File: src/rtl/sipo_capture_24bit.sv
// Serial-in/parallel-out capture: rebuilds LSB-first words from a serial stream and
// holds each finished word in a one-entry valid/ready buffer with a sticky overrun flag.
module sipo_capture_24bit #(
  parameter int size  = 24,
  parameter int CNT_W = 5
) (
  input  logic             i_clk,
  input  logic             i_clr,
  input  logic             i_shift_en,
  input  logic             i_data_in,
  input  logic             i_flush,
  output logic [size:1]    o_data_out,
  output logic             o_out_valid,
  input  logic             i_out_ready,
  output logic             o_overrun,
  input  logic             i_overrun_clr,
  output logic [CNT_W-1:0] o_bit_cnt
);

  typedef enum logic {IDLE, SHIFT} state_t;

  state_t           r_state;
  logic [size:1]    r_shift_reg;
  logic [CNT_W-1:0] r_bit_cnt;
  logic [size:1]    r_data_out;
  logic             r_out_valid;
  logic             r_overrun;

  logic [size:1]    w_word;
  logic             w_last;
  logic             w_push;
  logic             w_pop;

  // New bit enters at the top, so after a full word the first bit lands in bit 1.
  assign w_word = {i_data_in, r_shift_reg[size:2]};
  assign w_last = (r_bit_cnt == CNT_W'(size - 1));
  assign w_push = i_shift_en && !i_flush && (r_state == SHIFT) && w_last;
  assign w_pop  = r_out_valid && i_out_ready;

  always_ff @(posedge i_clk) begin
    if (i_clr) begin
      r_state     <= IDLE;
      r_shift_reg <= '0;
      r_bit_cnt   <= '0;
      r_data_out  <= '0;
      r_out_valid <= 1'b0;
      r_overrun   <= 1'b0;
    end else begin
      if (i_flush) begin
        r_state     <= IDLE;
        r_bit_cnt   <= '0;
        r_shift_reg <= '0;
      end else if (i_shift_en) begin
        r_shift_reg <= w_word;
        case (r_state)
          IDLE: begin
            r_state   <= SHIFT;
            r_bit_cnt <= CNT_W'(1);
          end
          SHIFT: begin
            if (w_last) begin
              r_state   <= IDLE;
              r_bit_cnt <= '0;
            end else begin
              r_bit_cnt <= r_bit_cnt + CNT_W'(1);
            end
          end
          default: begin
            r_state   <= IDLE;
            r_bit_cnt <= '0;
          end
        endcase
      end

      // Clear first so a drop in the same cycle still leaves the flag set.
      if (i_overrun_clr) begin
        r_overrun <= 1'b0;
      end

      if (w_push && (!r_out_valid || w_pop)) begin
        r_data_out  <= w_word;
        r_out_valid <= 1'b1;
      end else if (w_push) begin
        r_overrun <= 1'b1;
      end else if (w_pop) begin
        r_out_valid <= 1'b0;
      end
    end
  end

  assign o_data_out  = r_data_out;
  assign o_out_valid = r_out_valid;
  assign o_overrun   = r_overrun;
  assign o_bit_cnt   = r_bit_cnt;

endmodule

File: config.mk
export PLATFORM = sky130hd
export DESIGN_NAME = sipo_capture_24bit
export DESIGN_NICKNAME = d
export VERILOG_FILES = /design/src/rtl/sipo_capture_24bit.sv
export SDC_FILE = /design/constraint.sdc
export NUM_CORES = 1
export LEC_CHECK = 0
export BUFFER_PORTS_ARGS = -buffer_cell sky130_fd_sc_hd__buf_2
export CAP_MARGIN = 30
export CORE_MARGIN = 2
export CORE_UTILIZATION = 25
export DETAILED_ROUTE_END_ITERATION = 8
export PLACE_DENSITY = 0.44
export REMOVE_ABC_BUFFERS = 1
export SLEW_MARGIN = 20
export SYNTH_ARGS = -nofsm -noshare
export SYNTH_HDL_FRONTEND = slang
export SYNTH_SLANG_ARGS = --single-unit
File: constraint.sdc
create_clock -name i_clk -period 4 [get_ports i_clk]
set_input_delay 0.2 -clock i_clk [delete_from_list [all_inputs] [get_ports i_clk]]
set_output_delay 0.2 -clock i_clk [all_outputs]
set_load 0.01 [all_outputs]
## Word level (Yosys, flattened, before mapping)

Cells that the tools add are included.

| storage, ports and cells | value |
|---|---|
| flip-flop bits (word level) | 56 |
| output and inout bits | 31 |

| operators by class | value |
|---|---|
| add/subtract/negate cells | 1 |
| equality and inequality tests | 2 |
| mux-type cells | 10 |
| bitwise gates (word level) | 1 |
| reduce and logical (&&, ||, !) cells | 11 |

Operator list:

| cell | number |
|---|---|
| $pmux 5 s2 | 1 |
| $mux 1 | 7 |
| $add 5x1->5 const B | 1 |
| $eq 5x5->1 const B | 1 |
| $logic_and 1x1->1 | 5 |
| $mux 5 | 1 |
| $logic_not 1->1 | 2 |
| $ne 2x1->1 const B | 1 |
| $pmux 1 s2 | 1 |
| $reduce_and 2->1 | 1 |
| $reduce_bool 2->1 | 1 |
| $reduce_or 2->1 | 1 |
| $logic_or 1x1->1 | 1 |
| $not 1->1 | 1 |

## Longest topological paths before layout

Gate-level depths: netlist (run 1).

| logic depth | value |
|---|---|
| depth in word-level cells | 7 |
| depth in mapped cells | 6 |
| gate-level depth less buffers | 4 |

## Worst setup path before layout (run 1)

Ideal clock, no wire load.

| timing path | value |
|---|---|
| path kind | register to register |
| from | register r_bit_cnt[0], in the netlist o_bit_cnt[0] |
| to | register r_data_out, in the netlist o_data_out[10] |
| library setup time | 0.072 ns |
| arrival | 1.485 ns |
| slack | 2.444 ns |
| stages on the path, launching flop included | 7 |
| clock period less this slack | 1.556 ns |
| cell sequence | dfxtp_1 ha_1 and3_4 and4b_1 buf_6 buf_12 mux2i_1 |

| on the way | value |
|---|---|
| cells in the longest elaborated chain, start to end | 3 |

Ends and longest elaborated chain:

| what | RTL line | RTL |
|---|---|---|
| start, declared | 24 | `logic [CNT_W-1:0] r_bit_cnt;` |
| start signal, assigned | 65 | `r_bit_cnt <= r_bit_cnt + CNT_W'(1);` |
| $eq 5x5->1 | 36 | `assign w_last = (r_bit_cnt == CNT_W'(size - 1));` |
| $logic_and 1x1->1 | 37 | `assign w_push = i_shift_en && !i_flush && (r_state == SHIFT) && w_last;` |
| $logic_and 1x1->1 | 80 | `if (w_push && (!r_out_valid \|\| w_pop)) begin` |
| end signal, assigned | 81 | `r_data_out <= w_word;` |
| end, declared | 25 | `logic [size:1] r_data_out;` |

Every way passes these cells.
A chain may end at the register's enable or synchronous reset.

## Worst setup path after layout (run 1)

| timing path | value |
|---|---|
| from | register r_bit_cnt[0], in the netlist o_bit_cnt[0] |
| to | register r_data_out, in the netlist o_data_out[14] |

Same word-level chain as after synthesis.

==> out/metrics.yaml, run 1 <==
status: "finished, final reports clean"
cts-resized-gates: 0
max_cap_viol_count: 0
fmax_mhz: 556
ys_top_cells_by_area: "dfxtp_1 (48%), mux2i_1 (21%), nand2b_1 (14%), nor2_1 (4.4%), buf_12 (1.8%)"
coreArea_mm2: 0.00881
placed_area_mm2: 0.00253
post_drt_wl_per_cell_um: 11.5
grt_pass1_wl_um: 7020
portBuffers: 37
rr_endpoint: "o_data_out[14]"
crit_path_end_kind: "flip-flop"
cellLeakagePower_nw: 1.00
die_w_um: 99.6
fin_crit_ns: 1.80
wl_met3_um: 164
powerDensity_mw_per_mm2: 334
top_layer: "met4"
fin_util_pct: 29.5
critPathLaunch: "o_bit_cnt[0]"
synth.distinct_cells: 28
worst_slack_ns: 2.20
synth.yosys.seq_area_share_pct: 48.2
first_pass_iters: 4
ff2ff_path_depth: 5
grt_max_degree: 52
place_congestion: 0.669
maxSlewViolCount: 0
final_nets: 262
htreeDepth: 2
setup_tns_ns: 0
synth_top_area_share_pct: 48.2
postRouteAntennaNets: 0
largest_reg_flops: 24
pre_cts_slack_ns: 1.86
fin_area_mm2: 0.00260
crit_required_ns: 4.22
finalHoldViolCount: 0
worst_setup_path_start_kind: "flip-flop"
path_clk_slew_ns: 0.09
cts_hold_buffers: 0
finalCritPeriodShare_pct: 45.0
synth_area_mm2: 0.00228
fillers: 946
worstPathArrival_ns: 2.02
cts.root.buffer_cell: "clkbuf_8"
clock_skew_ns: 0.00537
synth.most_common_cell: "dfxtp_1"
reg2reg_slack_ns: 2.20
ys.flop_type: "dfxtp_1"
wl_met2_um: 1830
cp_max_fo: 24
io_pins: 38
post_drt_via_cell_ratio: 4.24
worstMarginPinSlew_ns: 0.813
ir_drop_v: 0.000145
initial_utilization_pct: 25.9
syn_avg_cell_area_um2: 10.3
dp_hpwl_um: 2710
setup_viol: 0
antenna_found_initial: 0
multi_input_area_mm2: 0.00108
cts_num_sinks: 55
slew_headroom_pct: 45.8
die_h_um: 99.6
first_iter_violations: 44
netlist_instances: 222
drc_errors: 0
layout-drive-gt1-share_pct: 19.0
m1WireLength_um: 2110
r2r-start: "o_bit_cnt[0]"
clk_latency_ns: 0.30
synthTopCellsByCount: "dfxtp_1 (55), nand2b_1 (50), mux2i_1 (47), nor2_1 (27), clkbuf_1 (7)"
routed_wl_um: 4150
syn_to_final_growth_pct: 13.8
vias: 1531
crit_type: "reg -> reg"
die-area_mm2: 0.00992
postCtsSetupBuffers: 0
cts_inserted_buffers: 5
setup.worst_path.end: "o_data_out[14]"
yosysWarnings: 0
ff_latch_area_mm2: 0.00110
synth_seq_cells: 55
cts.path.max_buffers: 2
overflow: 0
track_usage_pct: 8.73
grt_pass1_vias: 1418
num_rows: 34
hold_path.class: "in -> reg"
yosys.area.top_type: "dfxtp_1"
antenna_cells: 0
synth_edf_count: 0
grt_setup_unrepaired: "false"
async_flop_share_pct: 0
cts_tree: "yes"
==> cells by family (layout without fill, tap and decap cells) <==
logic type      count (synthesis)  count (layout)  share of synthesized area (%)
compound gates                 11              11                           3.12
fa+ha+maj                       1               1                          0.548
buf+inv                        15              46                           4.55
flops                          55              55                           48.2
mux                            47              47                           20.6
simple gates                   93              93                           23.0
==> cell usage in the layout (no fill, tap or decap), drive strengths merged <==
cell type  Yosys  final
a21boi         1      1
nand3          1      1
nand2b        50     50
and2b          3      3
and3           1      1
o21ai          1      1
and4b          1      1
mux2i         47     47
inv            1      1
nand4          4      4
o211ai         1      1
a311oi         2      2
nand2          2      2
ha             1      1
buf            7     39
clkbuf         7      6
nor2          27     27
dfxtp         55     55
or2            1      1
and2           2      2
a31oi          1      1
a21oi          4      4
a211oi         1      1
nor2b          1      1
==> worst min path at each step <==
| stage | end | cells after the start | startpoint |
|---|---|---|---|
| floorplan | o_overrun | 1 | i_clr |
| global placement | o_overrun | 2 | o_overrun |
| detailed placement | o_data_out[16] | 2 | o_data_out[16] |
| CTS | o_overrun | 3 | i_overrun_clr |
| global route | o_overrun | 3 | i_overrun_clr |
| finish | o_overrun | 3 | i_overrun_clr |
==> critical path: stages (launching register included) <==
cell     delay [ns]
dfxtp_1        0.42
ha_1           0.26
and3_4         0.23
and4b_1        0.18
buf_4          0.37
mux2i_1        0.25
==> power breakdown <==
group | leakage [nW] | total (mW) | internal (mW) | switching (mW)
Sequential | 0.443 | 0.550 | 0.548 | 0.00184
Combinational | 0.521 | 0.0386 | 0.0181 | 0.0205
Clock | 0.0371 | 0.280 | 0.117 | 0.163
==> final cells by class <==
class	instances	area share, %
sequential	55	42.3
inverter	1	0.144
clock buffer	6	2.79
timing repair buffer	39	7.99
multi-input combinational	152	41.5
tap	108	5.20
==> routing by layer <==
| metal | global-route usage, % | up-vias |
|---|---|---|
| met2 | 13.2 | 28 |
| met5 | 0 | - |
| met1 | 11.6 | 698 |
| met4 | 3.16 | 0 |
| met3 | 2.88 | 5 |
| li1 | - | 800 |
==> metrics by stage <==
step / hold WS, ns / instances / power, mW
final: 0.160 / 361 / 0.869
after global routing: 0.147 / 361 / 0.916
after CTS: 0.143 / 361 / 0.892
after detailed placement: 0.458 / 355 / 0.603
after global placement: 0.460 / 354 / 0.601
after floorplan: 0.269 / 208 / 0.582
(Power assumes the default switching activity.)
==> run 2: changes to the inputs <==
==> constraint.sdc (replaced) <==
create_clock -name i_clk -period 1.85 [get_ports i_clk]
set_input_delay 0.0925 -clock i_clk [delete_from_list [all_inputs] [get_ports i_clk]]
set_output_delay 0.0925 -clock i_clk [all_outputs]
set_load 0.01 [all_outputs]
==> out/metrics.yaml, run 2 (same netlist as run 1, synthesis figures left out) <==
path_clk_slew_ns: 0.09
r2r-start: "o_bit_cnt[0]"
coreArea_mm2: 0.00881
htreeDepth: 2
fmax_mhz: 609
max_cap_viol_count: 0
grt_pass1_vias: 1522
die-area_mm2: 0.00992
post_drt_wl_per_cell_um: 11.7
clk_latency_ns: 0.29
antenna_found_initial: 0
crit_type: "reg -> reg"
routed_wl_um: 4260
layout-drive-gt1-share_pct: 19.6
reg2reg_slack_ns: 0.21
overflow: 0
status: "finished, final reports clean"
cts_num_sinks: 55
fillers: 944
path_cells: "ha_1 -> and3_4 -> and4b_1 -> buf_12 -> mux2i_1"
cts_inserted_buffers: 5
critPathLaunch: "o_bit_cnt[0]"
syn_to_final_growth_pct: 14.7
slowest_stage: "dfxtp_1"
finalHoldViolCount: 0
postCtsSetupBuffers: 0
final_cell_mix: "dfxtp_1 (55), nand2b_1 (50), mux2i_1 (47)"
p_int_mw: 1.48
io_pins: 38
final_nets: 264
ff2ff_path_depth: 5
setup_viol: 0
cts-resized-gates: 0
first_iter_violations: 76
hold_path.class: "in -> reg"
cts_hold_buffers: 0
die_w_um: 99.6
final_common_cell: "dfxtp_1"
crit_required_ns: 2.08
setup.worst_path.end: "o_data_out[18]"
power.net_switching_mw: 0.403
cellLeakagePower_nw: 1.01
cts.path.max_buffers: 2
cts_tree: "yes"
sw_frac_of_total_pct: 21.4
num_rows: 34
dp_hpwl_um: 2730
fin_crit_ns: 1.64
worstPathArrival_ns: 1.87
grt_pass1_wl_um: 7300
grt_max_degree: 51
grt_setup_unrepaired: "false"
clock_skew_ns: 0.00531
drc_errors: 0
cts.root.buffer_cell: "clkbuf_8"
place_congestion: 0.712
initial_utilization_pct: 25.9
worst_setup_path_start_kind: "flip-flop"
fin_util_pct: 29.8
rr_endpoint: "o_data_out[18]"
ir_drop_v: 0.000308
post_drt_via_cell_ratio: 4.26
slew_headroom_pct: 69.8
powerDensity_mw_per_mm2: 718
holdWs_ns: 0.0556
power_frac_clock_pct: 32.3
antenna_cells: 0
first_pass_iters: 3
worstMarginPinSlew_ns: 0.453
seqPwrFrac_pct: 63.2
postRouteAntennaNets: 0
crit_path_end_kind: "flip-flop"
largest_reg_flops: 24
cp_max_fo: 24
worst_slack_ns: 0.208
pre_cts_slack_ns: 0.232
maxSlewViolCount: 0
vias: 1545
die_h_um: 99.6
finalCritPeriodShare_pct: 88.8
max_stage_delay_ns: 0.41
track_usage_pct: 9.09
portBuffers: 37
comb_power_share_pct: 4.5
[run 2: cell types whose count changed in the layout (fill, tap and decap cells not counted), sizes merged]
cell / change
buf: +2
[run 2: how the worst min path moves through the flow]
stage                     slack (ns)     startpoint  depth (start not counted)               to
final                           0.06  i_overrun_clr                          3        o_overrun
after detailed placement        0.37      i_data_in                          3  r_shift_reg[24]
after floorplan                 0.16          i_clr                          1        o_overrun
after global routing            0.06  i_overrun_clr                          3        o_overrun
after CTS                       0.04  i_overrun_clr                          3        o_overrun
after global placement          0.36      i_data_in                          3  r_shift_reg[24]
[run 2: routing by layer]
metal	GRT usage [%]	share of wire, %	up-vias
met2	14.8	45	29
met5	0	0	-
met1	11.5	49	706
met4	3.48	1.3	0
met3	2.46	4.4	4
li1	-	-	806
[run 2: layout make-up]
cell class | count | area, um2 | share of cell area (%)
clock buffer | 6 | 72.6 | 2.77
sequential | 55 | 1100 | 42.0
multi-input combinational | 152 | 1080 | 41.2
tap | 108 | 135 | 5.16
timing repair buffer | 41 | 228 | 8.69
inverter | 1 | 3.75 | 0.143
[run 2: power groups by stage]
| stage | Clock [mW] | Combinational, mW | Sequential [mW] |
|---|---|---|---|
| after detailed placement | 0 | 0.0872 | 1.22 |
| after floorplan | 0 | 0.0404 | 1.22 |
| after global placement | 0 | 0.0881 | 1.22 |
| after global routing | 0.693 | 0.0939 | 1.19 |
| after CTS | 0.661 | 0.0871 | 1.19 |
| final | 0.608 | 0.0847 | 1.19 |
[run 2: per-stage QoR]
step	TNS, ns	cells	instance area [um2]	power (mW)
floorplan	-6.61	208	2180	1.26
global placement	0	357	2550	1.31
finish	0	363	2620	1.88
global route	0	363	2620	1.98
detailed placement	0	357	2550	1.30
CTS	0	363	2620	1.94
[run 2: worst max-delay path: cells and delay by family (launching register included)]
family	cells	cell delay [ns]
buffers and inverters	1	0.21
adder cells (fa/ha/maj)	1	0.25
multiplexers	1	0.21
AND/OR/NAND/NOR	2	0.47
flip-flops	1	0.41
==> run 3: changes to the inputs <==
--- a/config.mk
+++ b/config.mk
@@ -7,7 +7,6 @@
 export LEC_CHECK = 0
 export BUFFER_PORTS_ARGS = -buffer_cell sky130_fd_sc_hd__buf_2
 export CAP_MARGIN = 30
-export CORE_MARGIN = 2
 export CORE_UTILIZATION = 25
 export DETAILED_ROUTE_END_ITERATION = 8
 export PLACE_DENSITY = 0.44
==> constraint.sdc (replaced) <==
create_clock -name i_clk -period 2.1 [get_ports i_clk]
set_input_delay 0.105 -clock i_clk [delete_from_list [all_inputs] [get_ports i_clk]]
set_output_delay 0.105 -clock i_clk [all_outputs]
set_load 0.01 [all_outputs]
==> out/metrics.yaml, run 3 (same netlist as run 1, synthesis figures left out) <==
postRouteAntennaNets: 0
antenna_cells: 0
initial_utilization_pct: 26.1
cts_tree: "yes"
fmax_mhz: 618
grt_max_degree: 51
coreArea_mm2: 0.00876
first_pass_iters: 4
fin_crit_ns: 1.62
ir_drop_v: 0.000264
cp_max_fo: 24
htreeDepth: 2
postCtsSetupBuffers: 0
multi_input_area_mm2: 0.00108
reg2reg_slack_ns: 0.48
fillers: 964
worst_setup_path_start_kind: "flip-flop"
hold_path.class: "in -> reg"
finalCritPeriodShare_pct: 77.1
cts_inserted_buffers: 5
final_cell_mix: "dfxtp_1 (55), nand2b_1 (50), mux2i_1 (47)"
worstMarginPinSlew_ns: 0.397
grt_setup_unrepaired: "false"
met3_usage_pct: 3.74
crit_type: "reg -> reg"
powerDensity_mw_per_mm2: 653
die_w_um: 97.6
largest_reg_flops: 24
ff_latch_area_mm2: 0.00110
final_nets: 264
overflow: 0
place_congestion: 0.739
first_iter_violations: 48
drc_errors: 0
max_cap_viol_count: 0
post_drt_via_cell_ratio: 4.23
maxSlewViolCount: 0
holdWs_ns: 0.0520
ff2ff_path_depth: 5
globalRouteMet1Util_pct: 12.1
slew_headroom_pct: 73.5
vias: 1544
routed_wl_um: 4270
finalHoldViolCount: 0
p_total_mw: 1.73
grt_pass1_wl_um: 7310
layout-drive-gt1-share_pct: 20.6
portBuffers: 37
die-area_mm2: 0.00952
grt_util_met2_pct: 14.7
syn_to_final_growth_pct: 15.6
grt_pass1_vias: 1532
antenna_found_initial: 0
cts_hold_buffers: 0
setup_viol: 0
path_clk_slew_ns: 0.10
post_drt_wl_per_cell_um: 11.7
num_rows: 34
cts_num_sinks: 55
crit_path_end_kind: "flip-flop"
cts.root.buffer_cell: "clkbuf_8"
final_common_cell: "dfxtp_1"
dp_hpwl_um: 2740
die_h_um: 97.6
cts-resized-gates: 0
max_stage_delay_ns: 0.41
status: "finished, final reports clean"
cts.path.max_buffers: 2
min_path_cells: 3
path_cells: "ha_1 -> and3_4 -> and4b_1 -> buf_12 -> mux2i_1"
top_usage_layer: "met2"
slowest_stage: "dfxtp_1"
cellLeakagePower_nw: 1.02
track_usage_pct: 9.39
crit_required_ns: 2.34
io_pins: 38
pre_cts_slack_ns: 0.484
worstPathArrival_ns: 1.86
clock_skew_ns: 0.00693
worst_slack_ns: 0.481
clk_latency_ns: 0.31
run 3: metrics by stage:
step,util [%],cells,cell area (um2),setup TNS (ns)
2_1_floorplan,-,208,2180,-0.614
3_3_place_gp,29.1,357,2550,0
3_5_place_dp,29.1,357,2550,0
4_1_cts,30.1,365,2640,0
5_1_grt,30.1,365,2640,0
6_report,30.1,365,2640,0
run 3: critical path, delay by kind of cell, from the launching register on:
family,cells,cell delay (ns)
buffers and inverters,1,0.22
flip-flops,1,0.41
multiplexers,1,0.20
adder cells (fa/ha/maj),1,0.25
AND/OR/NAND/NOR,2,0.46
run 3: area by class of cell:
class / instances / share of cell area (%)
Clock inverter: 3 / 0.947
Clock buffer: 5 / 2.61
Sequential cell: 55 / 41.7
Tap cell: 108 / 5.12
Multi-Input combinational cell: 152 / 40.9
Timing Repair Buffer: 41 / 8.62
Inverter: 1 / 0.142
run 3: worst paths after layout:
| kind | from | end |
|---|---|---|
| setup / recovery | o_bit_cnt[0] | o_data_out[9] |
| hold / removal | i_data_in | r_shift_reg[24] |
| hold reg to reg | o_data_out[18] | o_data_out[18] |
| setup reg to reg | o_bit_cnt[0] | o_data_out[9] |
run 3: power breakdown:
part	internal, mW	switching [mW]
Sequential	1.04	0.00337
Clock	0.239	0.363
Combinational	0.0344	0.0408
Total	1.32	0.407
run 3: per-layer routing:
metal	wire length [um]	up-vias
li1	-	802
met3	209	2
met4	19	0
met5	0	-
met2	1840	28
met1	2200	712
